## config.mk

```make
export PLATFORM = sky130hd
export DESIGN_NAME = sobel_window_scheduler
export DESIGN_NICKNAME = d
export VERILOG_FILES = /design/src/rtl/sobel_pkg.sv /design/src/rtl/sobel_rd_pipe.sv /design/src/rtl/sobel_window_scheduler.sv
export SDC_FILE = /design/constraint.sdc
export NUM_CORES = 1
export LEC_CHECK = 0
export ABC_AREA = 1
export CAP_MARGIN = 40
export CORE_ASPECT_RATIO = 1.75
export CORE_MARGIN = 2
export CORE_UTILIZATION = 54
export CTS_BUF_LIST = sky130_fd_sc_hd__clkbuf_8
export CTS_CLUSTER_DIAMETER = 100
export DETAILED_ROUTE_END_ITERATION = 10
export PLACE_DENSITY = 0.87
export REMOVE_ABC_BUFFERS = 1
export SLEW_MARGIN = 20
export SYNTH_ARGS = -nofsm -noshare
export SYNTH_HDL_FRONTEND = slang
export SYNTH_SLANG_ARGS = --single-unit
export TNS_END_PERCENT = 50
```

## constraint.sdc

```tcl
create_clock -name clk -period 8.6 [get_ports clk]
set_input_delay 1.72 -clock clk [delete_from_list [all_inputs] [get_ports clk]]
set_output_delay 1.72 -clock clk [all_outputs]
set_load 0.01 [all_outputs]
```

## src/rtl/sobel_pkg.sv

```systemverilog
// Shared definitions for the Sobel window scheduler.
//   - FSM state encoding
//   - default frame geometry, threshold and bus widths
//   - linear-address helper for (row, col) -> buffer address
package sobel_pkg;

    localparam int unsigned SOBEL_IMG_W  = 150;
    localparam int unsigned SOBEL_IMG_H  = 150;
    localparam int unsigned SOBEL_THRESH = 70;
    localparam int unsigned SOBEL_ADDR_W = 15;
    localparam int unsigned SOBEL_PIX_W  = 8;
    localparam int unsigned SOBEL_SLOTS  = 9;
    localparam int unsigned SOBEL_IDX_W  = 4;

    typedef enum logic [2:0] {
        S_IDLE,
        S_FETCH,
        S_DRAIN,
        S_EMIT,
        S_WRITE,
        S_FIN
    } sobel_state_e;

    // Row-major linear address; callers truncate to their address width.
    function automatic logic [31:0] sobel_lin_addr(
        input logic [31:0] row,
        input logic [31:0] col,
        input logic [31:0] img_w
    );
        return row * img_w + col;
    endfunction

endpackage

```

## src/rtl/sobel_rd_pipe.sv

```systemverilog
// Read-tag pipeline: carries {valid, slot index} alongside each port-A read
// so that data returning RD_LAT cycles later lands in the right window slot.
// Ports:
//   clk, rst_n  clock and synchronous active-low reset
//   i_vld       read strobe issued this cycle
//   i_idx       window slot index of that read
//   o_vld       returned data is valid this cycle
//   o_idx       slot the returned data belongs to
module sobel_rd_pipe
    import sobel_pkg::*;
#(
    parameter int unsigned RD_LAT = 1
)(
    input  logic                   clk,
    input  logic                   rst_n,
    input  logic                   i_vld,
    input  logic [SOBEL_IDX_W-1:0] i_idx,
    output logic                   o_vld,
    output logic [SOBEL_IDX_W-1:0] o_idx
);

    logic                   r_vld [RD_LAT];
    logic [SOBEL_IDX_W-1:0] r_idx [RD_LAT];

    // Shift register, one stage per cycle of read latency.
    always_ff @(posedge clk) begin
        if (!rst_n) begin
            for (int i = 0; i < int'(RD_LAT); i++) begin
                r_vld[i] <= 1'b0;
                r_idx[i] <= '0;
            end
        end else begin
            r_vld[0] <= i_vld;
            r_idx[0] <= i_idx;
            for (int i = 1; i < int'(RD_LAT); i++) begin
                r_vld[i] <= r_vld[i-1];
                r_idx[i] <= r_idx[i-1];
            end
        end
    end

    assign o_vld = r_vld[RD_LAT-1];
    assign o_idx = r_idx[RD_LAT-1];

endmodule

```

## src/rtl/sobel_window_scheduler.sv

```systemverilog
// Sobel window scheduler: walks a 3x3 window over the frame buffer (port A),
// presents each window to the combinational Sobel core, thresholds the
// returned magnitude and writes the edge bit at the window centre (port B).
// Build option: SOBEL_WIN_REUSE_EN -- reuse the two overlapping columns of the
// previous window and fetch only the new right column (3 reads instead of 9).
// Ports:
//   clk, rst_n   clock, synchronous active-low reset
//   start        pulse: run one pass over the frame
//   busy, done   pass in progress / one-cycle completion pulse
//   rd_en/rd_addr/rd_data      port-A read (data RD_LAT cycles later)
//   win_valid/win_pix          window to Sobel core (slot 0 in LSBs)
//   sobel_mag                  magnitude returned by the core
//   wr_en/wr_addr/wr_data      port-B edge-bit write
module sobel_window_scheduler
    import sobel_pkg::*;
#(
    parameter int unsigned IMG_W  = SOBEL_IMG_W,
    parameter int unsigned IMG_H  = SOBEL_IMG_H,
    parameter int unsigned ADDR_W = SOBEL_ADDR_W,
    parameter int unsigned PIX_W  = SOBEL_PIX_W,
    parameter int unsigned THRESH = SOBEL_THRESH,
    parameter int unsigned RD_LAT = 1
)(
    input  logic                     clk,
    input  logic                     rst_n,
    input  logic                     start,
    output logic                     busy,
    output logic                     done,
    output logic                     rd_en,
    output logic [ADDR_W-1:0]        rd_addr,
    input  logic [PIX_W-1:0]         rd_data,
    output logic                     win_valid,
    output logic [SOBEL_SLOTS*PIX_W-1:0] win_pix,
    input  logic [PIX_W-1:0]         sobel_mag,
    output logic                     wr_en,
    output logic [ADDR_W-1:0]        wr_addr,
    output logic                     wr_data
);

    sobel_state_e           r_state;
    logic [7:0]             r_x;
    logic [7:0]             r_y;
    logic [1:0]             r_kr;
    logic [1:0]             r_kc;
    logic                   r_full;
    logic                   r_start_pend;
    logic                   r_busy;
    logic                   r_done;
    logic                   r_rd_en;
    logic [ADDR_W-1:0]      r_rd_addr;
    logic [SOBEL_IDX_W-1:0] r_rd_idx;
    logic                   r_win_valid;
    logic                   r_wr_en;
    logic [ADDR_W-1:0]      r_wr_addr;
    logic                   r_wr_data;
    logic [PIX_W-1:0]       r_slot [SOBEL_SLOTS];

    logic [1:0]             w_nxt_kr;
    logic [1:0]             w_nxt_kc;
    logic [SOBEL_IDX_W-1:0] w_nxt_idx;
    logic                   w_fetch_last;
    logic                   w_row_end;
    logic                   w_last_win;
    logic [7:0]             w_adv_x;
    logic [7:0]             w_adv_y;
    logic                   w_full_new;
    logic [1:0]             w_kc0;
    logic                   w_cap_vld;
    logic [SOBEL_IDX_W-1:0] w_cap_idx;
`ifdef SOBEL_WIN_REUSE_EN
    logic                   w_shift;
`endif

    // Next read position inside the window and window advance.
    always_comb begin
        w_nxt_kr = r_kr;
        w_nxt_kc = r_kc;
        if (!r_full) begin
            // Right-column-only fetch: k = 2, 5, 8.
            w_nxt_kr = r_kr + 2'd1;
            w_nxt_kc = 2'd2;
        end else if (r_kc == 2'd2) begin
            w_nxt_kr = r_kr + 2'd1;
            w_nxt_kc = 2'd0;
        end else begin
            w_nxt_kc = r_kc + 2'd1;
        end
        w_nxt_idx    = {2'b00, w_nxt_kr} * 4'd3 + {2'b00, w_nxt_kc};
        w_fetch_last = (r_kr == 2'd2) && (r_kc == 2'd2);

        w_row_end  = (r_x == 8'(IMG_W - 3));
        w_last_win = w_row_end && (r_y == 8'(IMG_H - 3));
        w_adv_x    = w_row_end ? 8'd0 : r_x + 8'd1;
        w_adv_y    = w_row_end ? r_y + 8'd1 : r_y;
`ifdef SOBEL_WIN_REUSE_EN
        w_full_new = (w_adv_x == 8'd0);
        w_shift    = (r_state == S_WRITE) && !w_last_win && !w_full_new;
`else
        w_full_new = 1'b1;
`endif
        w_kc0 = w_full_new ? 2'd0 : 2'd2;
    end

    sobel_rd_pipe #(
        .RD_LAT (RD_LAT)
    ) u_rd_pipe (
        .clk   (clk),
        .rst_n (rst_n),
        .i_vld (r_rd_en),
        .i_idx (r_rd_idx),
        .o_vld (w_cap_vld),
        .o_idx (w_cap_idx)
    );

    // Window slot storage: capture returned pixels; in reuse builds shift the
    // window one column left when stepping along a row.
    always_ff @(posedge clk) begin
        if (!rst_n) begin
            for (int k = 0; k < int'(SOBEL_SLOTS); k++) begin
                r_slot[k] <= '0;
            end
        end else begin
`ifdef SOBEL_WIN_REUSE_EN
            if (w_shift) begin
                for (int k = 0; k < int'(SOBEL_SLOTS) - 1; k++) begin
                    if ((k % 3) != 2) begin
                        r_slot[k] <= r_slot[k+1];
                    end
                end
            end
`endif
            if (w_cap_vld) begin
                r_slot[w_cap_idx] <= rd_data;
            end
        end
    end

    // Pass sequencer with registered outputs.
    always_ff @(posedge clk) begin
        if (!rst_n) begin
            r_state      <= S_IDLE;
            r_x          <= '0;
            r_y          <= '0;
            r_kr         <= '0;
            r_kc         <= '0;
            r_full       <= 1'b1;
            r_start_pend <= 1'b0;
            r_busy       <= 1'b0;
            r_done       <= 1'b0;
            r_rd_en      <= 1'b0;
            r_rd_addr    <= '0;
            r_rd_idx     <= '0;
            r_win_valid  <= 1'b0;
            r_wr_en      <= 1'b0;
            r_wr_addr    <= '0;
            r_wr_data    <= 1'b0;
        end else begin
            r_done <= 1'b0;
            case (r_state)
                S_IDLE: begin
                    if (start || r_start_pend) begin
                        r_start_pend <= 1'b0;
                        r_state      <= S_FETCH;
                        r_busy       <= 1'b1;
                        r_x          <= '0;
                        r_y          <= '0;
                        r_kr         <= '0;
                        r_kc         <= '0;
                        r_full       <= 1'b1;
                        r_rd_en      <= 1'b1;
                        r_rd_addr    <= '0;
                        r_rd_idx     <= '0;
                    end
                end
                S_FETCH: begin
                    if (w_fetch_last) begin
                        r_rd_en <= 1'b0;
                        r_state <= S_DRAIN;
                    end else begin
                        r_kr      <= w_nxt_kr;
                        r_kc      <= w_nxt_kc;
                        r_rd_idx  <= w_nxt_idx;
                        r_rd_addr <= ADDR_W'(sobel_lin_addr(32'(r_y) + 32'(w_nxt_kr),
                                                            32'(r_x) + 32'(w_nxt_kc),
                                                            32'(IMG_W)));
                    end
                end
                S_DRAIN: begin
                    // Slot 8 is always the last read of a window.
                    if (w_cap_vld && (w_cap_idx == 4'd8)) begin
                        r_state     <= S_EMIT;
                        r_win_valid <= 1'b1;
                    end
                end
                S_EMIT: begin
                    // win_pix is stable, so the core output is settled here.
                    r_win_valid <= 1'b0;
                    r_wr_en     <= 1'b1;
                    r_wr_data   <= (sobel_mag < PIX_W'(THRESH));
                    r_wr_addr   <= ADDR_W'(sobel_lin_addr(32'(r_y) + 32'd1,
                                                          32'(r_x) + 32'd1,
                                                          32'(IMG_W)));
                    r_state     <= S_WRITE;
                end
                S_WRITE: begin
                    r_wr_en <= 1'b0;
                    if (w_last_win) begin
                        r_state <= S_FIN;
                        r_done  <= 1'b1;
                        r_busy  <= 1'b0;
                    end else begin
                        r_state   <= S_FETCH;
                        r_x       <= w_adv_x;
                        r_y       <= w_adv_y;
                        r_full    <= w_full_new;
                        r_kr      <= 2'd0;
                        r_kc      <= w_kc0;
                        r_rd_en   <= 1'b1;
                        r_rd_idx  <= {2'b00, w_kc0};
                        r_rd_addr <= ADDR_W'(sobel_lin_addr(32'(w_adv_y),
                                                            32'(w_adv_x) + 32'(w_kc0),
                                                            32'(IMG_W)));
                    end
                end
                S_FIN: begin
                    // A start coinciding with done is honoured from IDLE.
                    if (start) begin
                        r_start_pend <= 1'b1;
                    end
                    r_state <= S_IDLE;
                end
                default: begin
                    r_state <= S_IDLE;
                end
            endcase
        end
    end

    always_comb begin
        win_pix = '0;
        for (int k = 0; k < int'(SOBEL_SLOTS); k++) begin
            win_pix[k*PIX_W +: PIX_W] = r_slot[k];
        end
    end

    assign busy      = r_busy;
    assign done      = r_done;
    assign rd_en     = r_rd_en;
    assign rd_addr   = r_rd_addr;
    assign win_valid = r_win_valid;
    assign wr_en     = r_wr_en;
    assign wr_addr   = r_wr_addr;
    assign wr_data   = r_wr_data;

endmodule

```

After elaboration in Yosys (flattened, before gate mapping). Memories as Yosys holds them, arrays and structs flattened. Index checks and enable logic that the tools add are counted.

Memory bits (writable): 77. Output and inout bits: 108. Memories kept: 3. Logic and storage cells: 130. Bits in read-only memories: 0. Bits in latches: 0. Register bits after elaboration: 65.

Memory list: r_slot (depth 9, bits a word 8, rd ports 9, clocked after Yosys merged registers in 0, wr ports 9, line sobel_window_scheduler.sv:56) `logic [PIX_W-1:0] r_slot [SOBEL_SLOTS];`; u_rd_pipe.r_idx (depth 1, bits a word 4, rd ports 1, clocked after Yosys merged registers in 0, wr ports 1, line sobel_rd_pipe.sv:23) `logic [SOBEL_IDX_W-1:0] r_idx [RD_LAT];`; u_rd_pipe.r_vld (depth 1, bits a word 1, rd ports 1, clocked after Yosys merged registers in 0, wr ports 1, line sobel_rd_pipe.sv:22) `logic r_vld [RD_LAT];`.

Shift-type cells: 0. Magnitude comparators: 1. Bitwise logic cells: 0. Eq/ne operators: 17. Reduce and logical (&&, ||, !) cells: 21. Div/mod/pow operators: 0. $mul: 4. Add/sub/neg operators: 12. Multiplexer cells: 56.

Operators by type and width (number): two-way mux 8 bit (6); two-way mux 15 bit (3); case mux 15 bit (3 select lines) (1); case mux 8 bit (2 select lines) (2); adder 15 x 9 -> 15 bit (2); multiplier 9 x 7 -> 14 bit, second input constant (2); two-way mux 4 bit (5); adder 8 x 1 -> 9 bit, second input constant (2); adder 8 x 2 -> 9 bit (2); two-way mux 1 bit (17); adder 8 x 1 -> 8 bit, second input constant (2); == test 8 bit, second input constant (2); two-way mux 2 bit (8); adder 15 x 8 -> 15 bit (1); case mux 3 bit (5 select lines) (1); multiplier 8 x 7 -> 14 bit, second input constant (1); != test 2 bit, second input constant (7); two-way mux 3 bit (4); case mux 2 bit (3 select lines) (2); case mux 4 bit (3 select lines) (1); AND reduction 3 bit (4); case mux 1 bit (2 select lines) (5); less-than comparator 8 x 7 -> 1 bit, second input constant (1); AND reduction 4 bit (2); other kinds (18) (28).

Logic depth before layout (Yosys ltp).
Depth in word-level cells: 8. Mapped depth: 33.

Modules after synthesis. Synthesis repeated with hierarchy kept, for this count alone.

Cells, all modules: 1451. Area, all modules: 11023.1 µm².

Modules (own cells, without submodules): sobel_window_scheduler (cells each 1436, seq. area each 3443.3 µm², instances 1, area each 10885.4 µm²); sobel_rd_pipe (cells each 15, seq. area each 100.1 µm², instances 1, area each 137.6 µm²).

Least setup slack after synthesis. Ideal clock, no wire load.

Path kind: register to register. Start: reg r_kr[0]. End: reg r_rd_addr[14], in the netlist rd_addr[14]. Cell stages (with the launch flop): 31. Data required time: 8.491 ns. Setup slack: 2.751 ns. Setup time: 0.109 ns. Arrival: 5.740 ns. Buffers on the path: 0. Clock period less this slack: 5.849 ns. Cell sequence: dfxtp_1 -> inv_1 -> ha_1 -> o21ai_0 -> inv_1 -> fa_1 -> nor3_1 -> xor2_1 -> ha_1 -> ha_1 -> inv_1 -> fa_1 -> inv_1 -> ha_1 -> or2_0 -> and2_1 -> xor2_1 -> ha_1 -> ha_1 -> nand2_1 -> inv_1 -> a21oi_1 -> nand2_1 -> nand4_1 -> nand2_1 -> nand3_1 -> nand2_1 -> nand3_1 -> nand3_1 -> nand2_1 -> inv_1.

Longest elaborated chain between the ends: 8.

RTL lines: start, declared (line sobel_window_scheduler.sv:43) `logic [1:0] r_kr;`; start signal, assigned (line sobel_window_scheduler.sv:180) `r_kr <= w_nxt_kr;`; adder 2 x 1 -> 2 bit (line sobel_window_scheduler.sv:80, sobel_window_scheduler.sv:83); two-way mux 2 bit (line sobel_window_scheduler.sv:82) `end else if (r_kc == 2'd2) begin`; two-way mux 2 bit (line sobel_window_scheduler.sv:78) `if (!r_full) begin`; adder 8 x 2 -> 9 bit (line sobel_window_scheduler.sv:183) `r_rd_addr <= ADDR_W'(sobel_lin_addr(32'(r_y) + 32'(w_nxt_kr),`; multiplier 9 x 7 -> 14 bit (line sobel_pkg.sv:30) `return row * img_w + col;`; adder 15 x 9 -> 15 bit (line sobel_pkg.sv:30); two-way mux 15 bit (line sobel_window_scheduler.sv:176) `if (w_fetch_last) begin`; case mux 15 bit (3 select lines) (line sobel_window_scheduler.sv:159) `case (r_state)`; end signal, assigned (line sobel_window_scheduler.sv:183); end signal, assigned (line sobel_window_scheduler.sv:220) `r_rd_addr <= ADDR_W'(sobel_lin_addr(32'(w_adv_y),`; end, declared (line sobel_window_scheduler.sv:50) `logic [ADDR_W-1:0] r_rd_addr;`.

Several ways; a longest one is shown, not always the timed one. The select of a mux whose other input is x is not followed. A chain may end at the register's enable or synchronous reset.

Worst setup path in the final report.
Start: reg r_kc[1]. End: reg r_rd_addr[11], in the netlist rd_addr[11].

Longest elaborated chain between the ends: 8.

RTL lines: start, declared (line sobel_window_scheduler.sv:44) `logic [1:0] r_kc;`; start signal, assigned (line sobel_window_scheduler.sv:181) `r_kc <= w_nxt_kc;`; start signal, assigned (line sobel_window_scheduler.sv:217) `r_kc <= w_kc0;`; == test 2 bit (line sobel_window_scheduler.sv:82, sobel_window_scheduler.sv:89); two-way mux 2 bit (line sobel_window_scheduler.sv:82); two-way mux 2 bit (line sobel_window_scheduler.sv:78); adder 8 x 2 -> 9 bit (line sobel_window_scheduler.sv:183); multiplier 9 x 7 -> 14 bit (line sobel_pkg.sv:30); adder 15 x 9 -> 15 bit (line sobel_pkg.sv:30); two-way mux 15 bit (line sobel_window_scheduler.sv:176); case mux 15 bit (3 select lines) (line sobel_window_scheduler.sv:159).

Several ways; a longest one is shown, not always the timed one. The select of a mux whose other input is x is not followed.

==> results.tsv <==
metric	value	unit
Std-Cell Rows	69	
area grow syn2layout	17.9	%
status	complete, no violations	
Arr. time, crit path	6.92	ns
DRT iter0 DRCs	626	
Sink Count	141	
relative slew slack	50.8	%
H-tree lvl count	4	
Hold Path End	u_rd_pipe.r_idx[0][0]$_SDFF_PN0_	
HP Start	r_rd_idx[0]$_SDFFE_PN0P_	
register-to-register setup slack	2.09	ns
Max-Cap Viols	0	
Clock Path Buffers	2	
required time worst endpoint	9.02	ns
RSZ-0062 raised after global routing	false	
largest net degree at the start of global routing	48	
distinct cell type count after synthesis	54	
Buf+Inv Stages, Crit Path	6	
Hold Violations, Final	0	
fin crit share	75.6	%
first-pass GRT wire length	45.9	mm
vias in the first global route	10130	
Final Power	1.97	mW
Most used DFF post-synth	edfxtp_1	
post-route insts no fill	1826	
CTS clock-pin slew for the worst setup and hold paths	0.09	ns
worst min-delay path class	flop to flop	
initial antenna violation count	0	
sequential area share after synthesis	32.0	%
slowest CP cell	xor2_1	
CTS Buf Count	17	
Synth area leader	edfxtp_1	
yosys warns	0	
actual slew at the worst max-slew pin	0.730	ns
CP startpoint kind	flop	
synthesized area per cell	7.72	um^2
Routed WL	28.0	mm
Setup CP Type	flop to flop	
Resized cells post-CTS	0	
Port Buffer Count	125	
RD Place Congestion	0.973	
max-slew violation count	0	
#FFs+latches synth	141	
reg2reg path depth	27	
final setup fails	0	
placed cells	1793	
Layout Nets	1762	
final hold slack	0.447	ns
# fillers	1594	
Starting Density	54.7	%
maximum vdd drop	0.138	mV
dpl ws	2.19	ns
critical path endpoint category	flop	
global-route usage over all layers	25.9	%
vias per cell	5.55	
core area	20200	um^2
post-CTS setup buffers	0	
CP Max Fanout	5	
share of cells above drive strength 1	5.58	%
main area contributors after synthesis	edfxtp_1 20%, ha_1 17%, dfxtp_1 12%	
total grt overflow	0	
Setup TNS Final	0	ns
DR vias	10128	
Power Dens Cells	151	nW/um^2
dpl hpwl	22.1	mm
finished layout cell area	13000	um^2
Antenna Diode Count	0	
Ports	127	
cell family with most CP delay	adder cells	
Hold Buf Count CTS	0	
final setup margin	2.09	ns
Horiz. Die Dim	112	um
Final ANT Viol Nets	0	
min Tclk post-route	6.51	ns
Max Clock Freq	0.154	GHz
Placed Area	12600	um^2
Post-synth EDFFs	72	
Async S/R FF share, synth	0	%
first drt pass iteration count	6	
Worst path most repeated cell	inv_1	
r2r startpoint	r_kc[1]$_SDFFE_PN0P_	
share of the synthesized area in the top cell type	19.6	%
CTS tree	yes	
crit-path max cell delay	0.51	ns
residual DRC count	0	
worst r2r dst	rd_addr[11]$_SDFFE_PN0P_	
Die Ht	193	um
Leakage	6.54	nW
Syn Std Cell Area	11100	um^2
Hold Path Stages	2	
leading cell types by count after synthesis	327 x nand2_1, 242 x inv_1, 146 x ha_1	
die area	21700	um^2
most numerous cell in the Yosys netlist	nand2_1	
worst-case clock skew	0.0214	ns
DR WL/cell	15.3	um
Final Util	64.5	%
post-synthesis cell count	1433	
root buffer cell	clkbuf_8	
worst-skew pair later-pin latency	0.47	ns
-- flip-flops by register name (all words and copies together) (netlist names), 3 cells and up --
name,count
r_rd_idx,4
rd_addr,15
r_x,8
u_rd_pipe.r_idx,4
wr_addr,15
r_state,3
r_y,8
r_slot,72
-- placed cells by master (no fill, tap or decap), types with 17 or more instances in the layout --
cell,instances
inv_1,242
nand2_1,327
fa_1,32
ha_1,146
nor2_1,143
edfxtp_1,72
xor2_1,25
dfxtp_1,69
nand3_1,92
a21oi_1,84
clkdlybuf4s50_1,124
o21ai_0,44
clkbuf_8,17
-- report_power, final --
group	leakage (nW)	total (mW)	internal [mW]	switching, mW
clock network	0.208	0.571	0.251	0.320
logic	5.03	0.577	0.231	0.346
registers	1.30	0.820	0.776	0.0439
total	6.54	1.97	1.26	0.710
-- logic make-up (layout without fill, tap and decap cells) --
group	Yosys count	count (layout)	share of synthesized area [%]
xor gates and xnor gates	35	35	2.77
adders and majority gates	178	178	22.3
buffers and inverters	287	432	10.0
DFF	141	141	32.0
AOI/OAI and AO/OA	166	166	8.50
and+or+nand+nor	626	626	24.3
-- worst max path at each step --
stage / from / to / slack [ns] / depth (start not counted)
floorplan: r_kr[0]$_SDFFE_PN0P_ / rd_addr[14]$_SDFFE_PN0P_ / 2.73 / 30
global placement: r_kc[1]$_SDFFE_PN0P_ / rd_addr[11]$_SDFFE_PN0P_ / 2.31 / 28
detailed placement: r_kc[1]$_SDFFE_PN0P_ / rd_addr[11]$_SDFFE_PN0P_ / 2.19 / 28
CTS: r_kc[1]$_SDFFE_PN0P_ / rd_addr[11]$_SDFFE_PN0P_ / 2.17 / 28
global route: r_kc[1]$_SDFFE_PN0P_ / rd_addr[11]$_SDFFE_PN0P_ / 1.60 / 28
finish: r_kc[1]$_SDFFE_PN0P_ / rd_addr[11]$_SDFFE_PN0P_ / 2.09 / 27
-- worst reg2reg max path: stages (launching register included) --
cell	delay, ns
dfxtp_1	0.39
inv_1	0.05
nor2_1	0.20
xor2_1	0.10
inv_1	0.18
ha_1	0.24
inv_1	0.06
fa_1	0.39
nor3_1	0.35
nand3_1	0.17
xor2_1	0.51
ha_1	0.35
ha_1	0.27
inv_1	0.05
fa_1	0.49
fa_1	0.51
inv_1	0.04
ha_1	0.34
xnor2_1	0.18
ha_1	0.37
nand2_1	0.08
o21ai_0	0.19
a21oi_1	0.08
nor2_1	0.29
a21oi_1	0.10
o21ai_0	0.30
o21bai_1	0.11
inv_1	0.05
-- per-layer routing --
metal | share of wire (%) | vias up | GRT usage [%] | wire length, um
li1 | - | 4876 | - | -
met1 | 34 | 4707 | 23.9 | 9370
met2 | 55 | 400 | 50.6 | 15300
met3 | 5.3 | 145 | 4.35 | 1470
met4 | 6.5 | 0 | 16.4 | 1810
met5 | 0 | - | 0 | 0
-- cell type report --
cell class	instances	area, um^2	share of cell area (%)
repair buffers	135	1340	10.3
well taps	248	310	2.38
flip-flops and latches	141	3540	27.2
clock buffers	17	234	1.80
inverters	265	995	7.63
clock inverters	15	201	1.55
multi-input cells	1005	6410	49.2
Power figures use the tool's default switching activity.
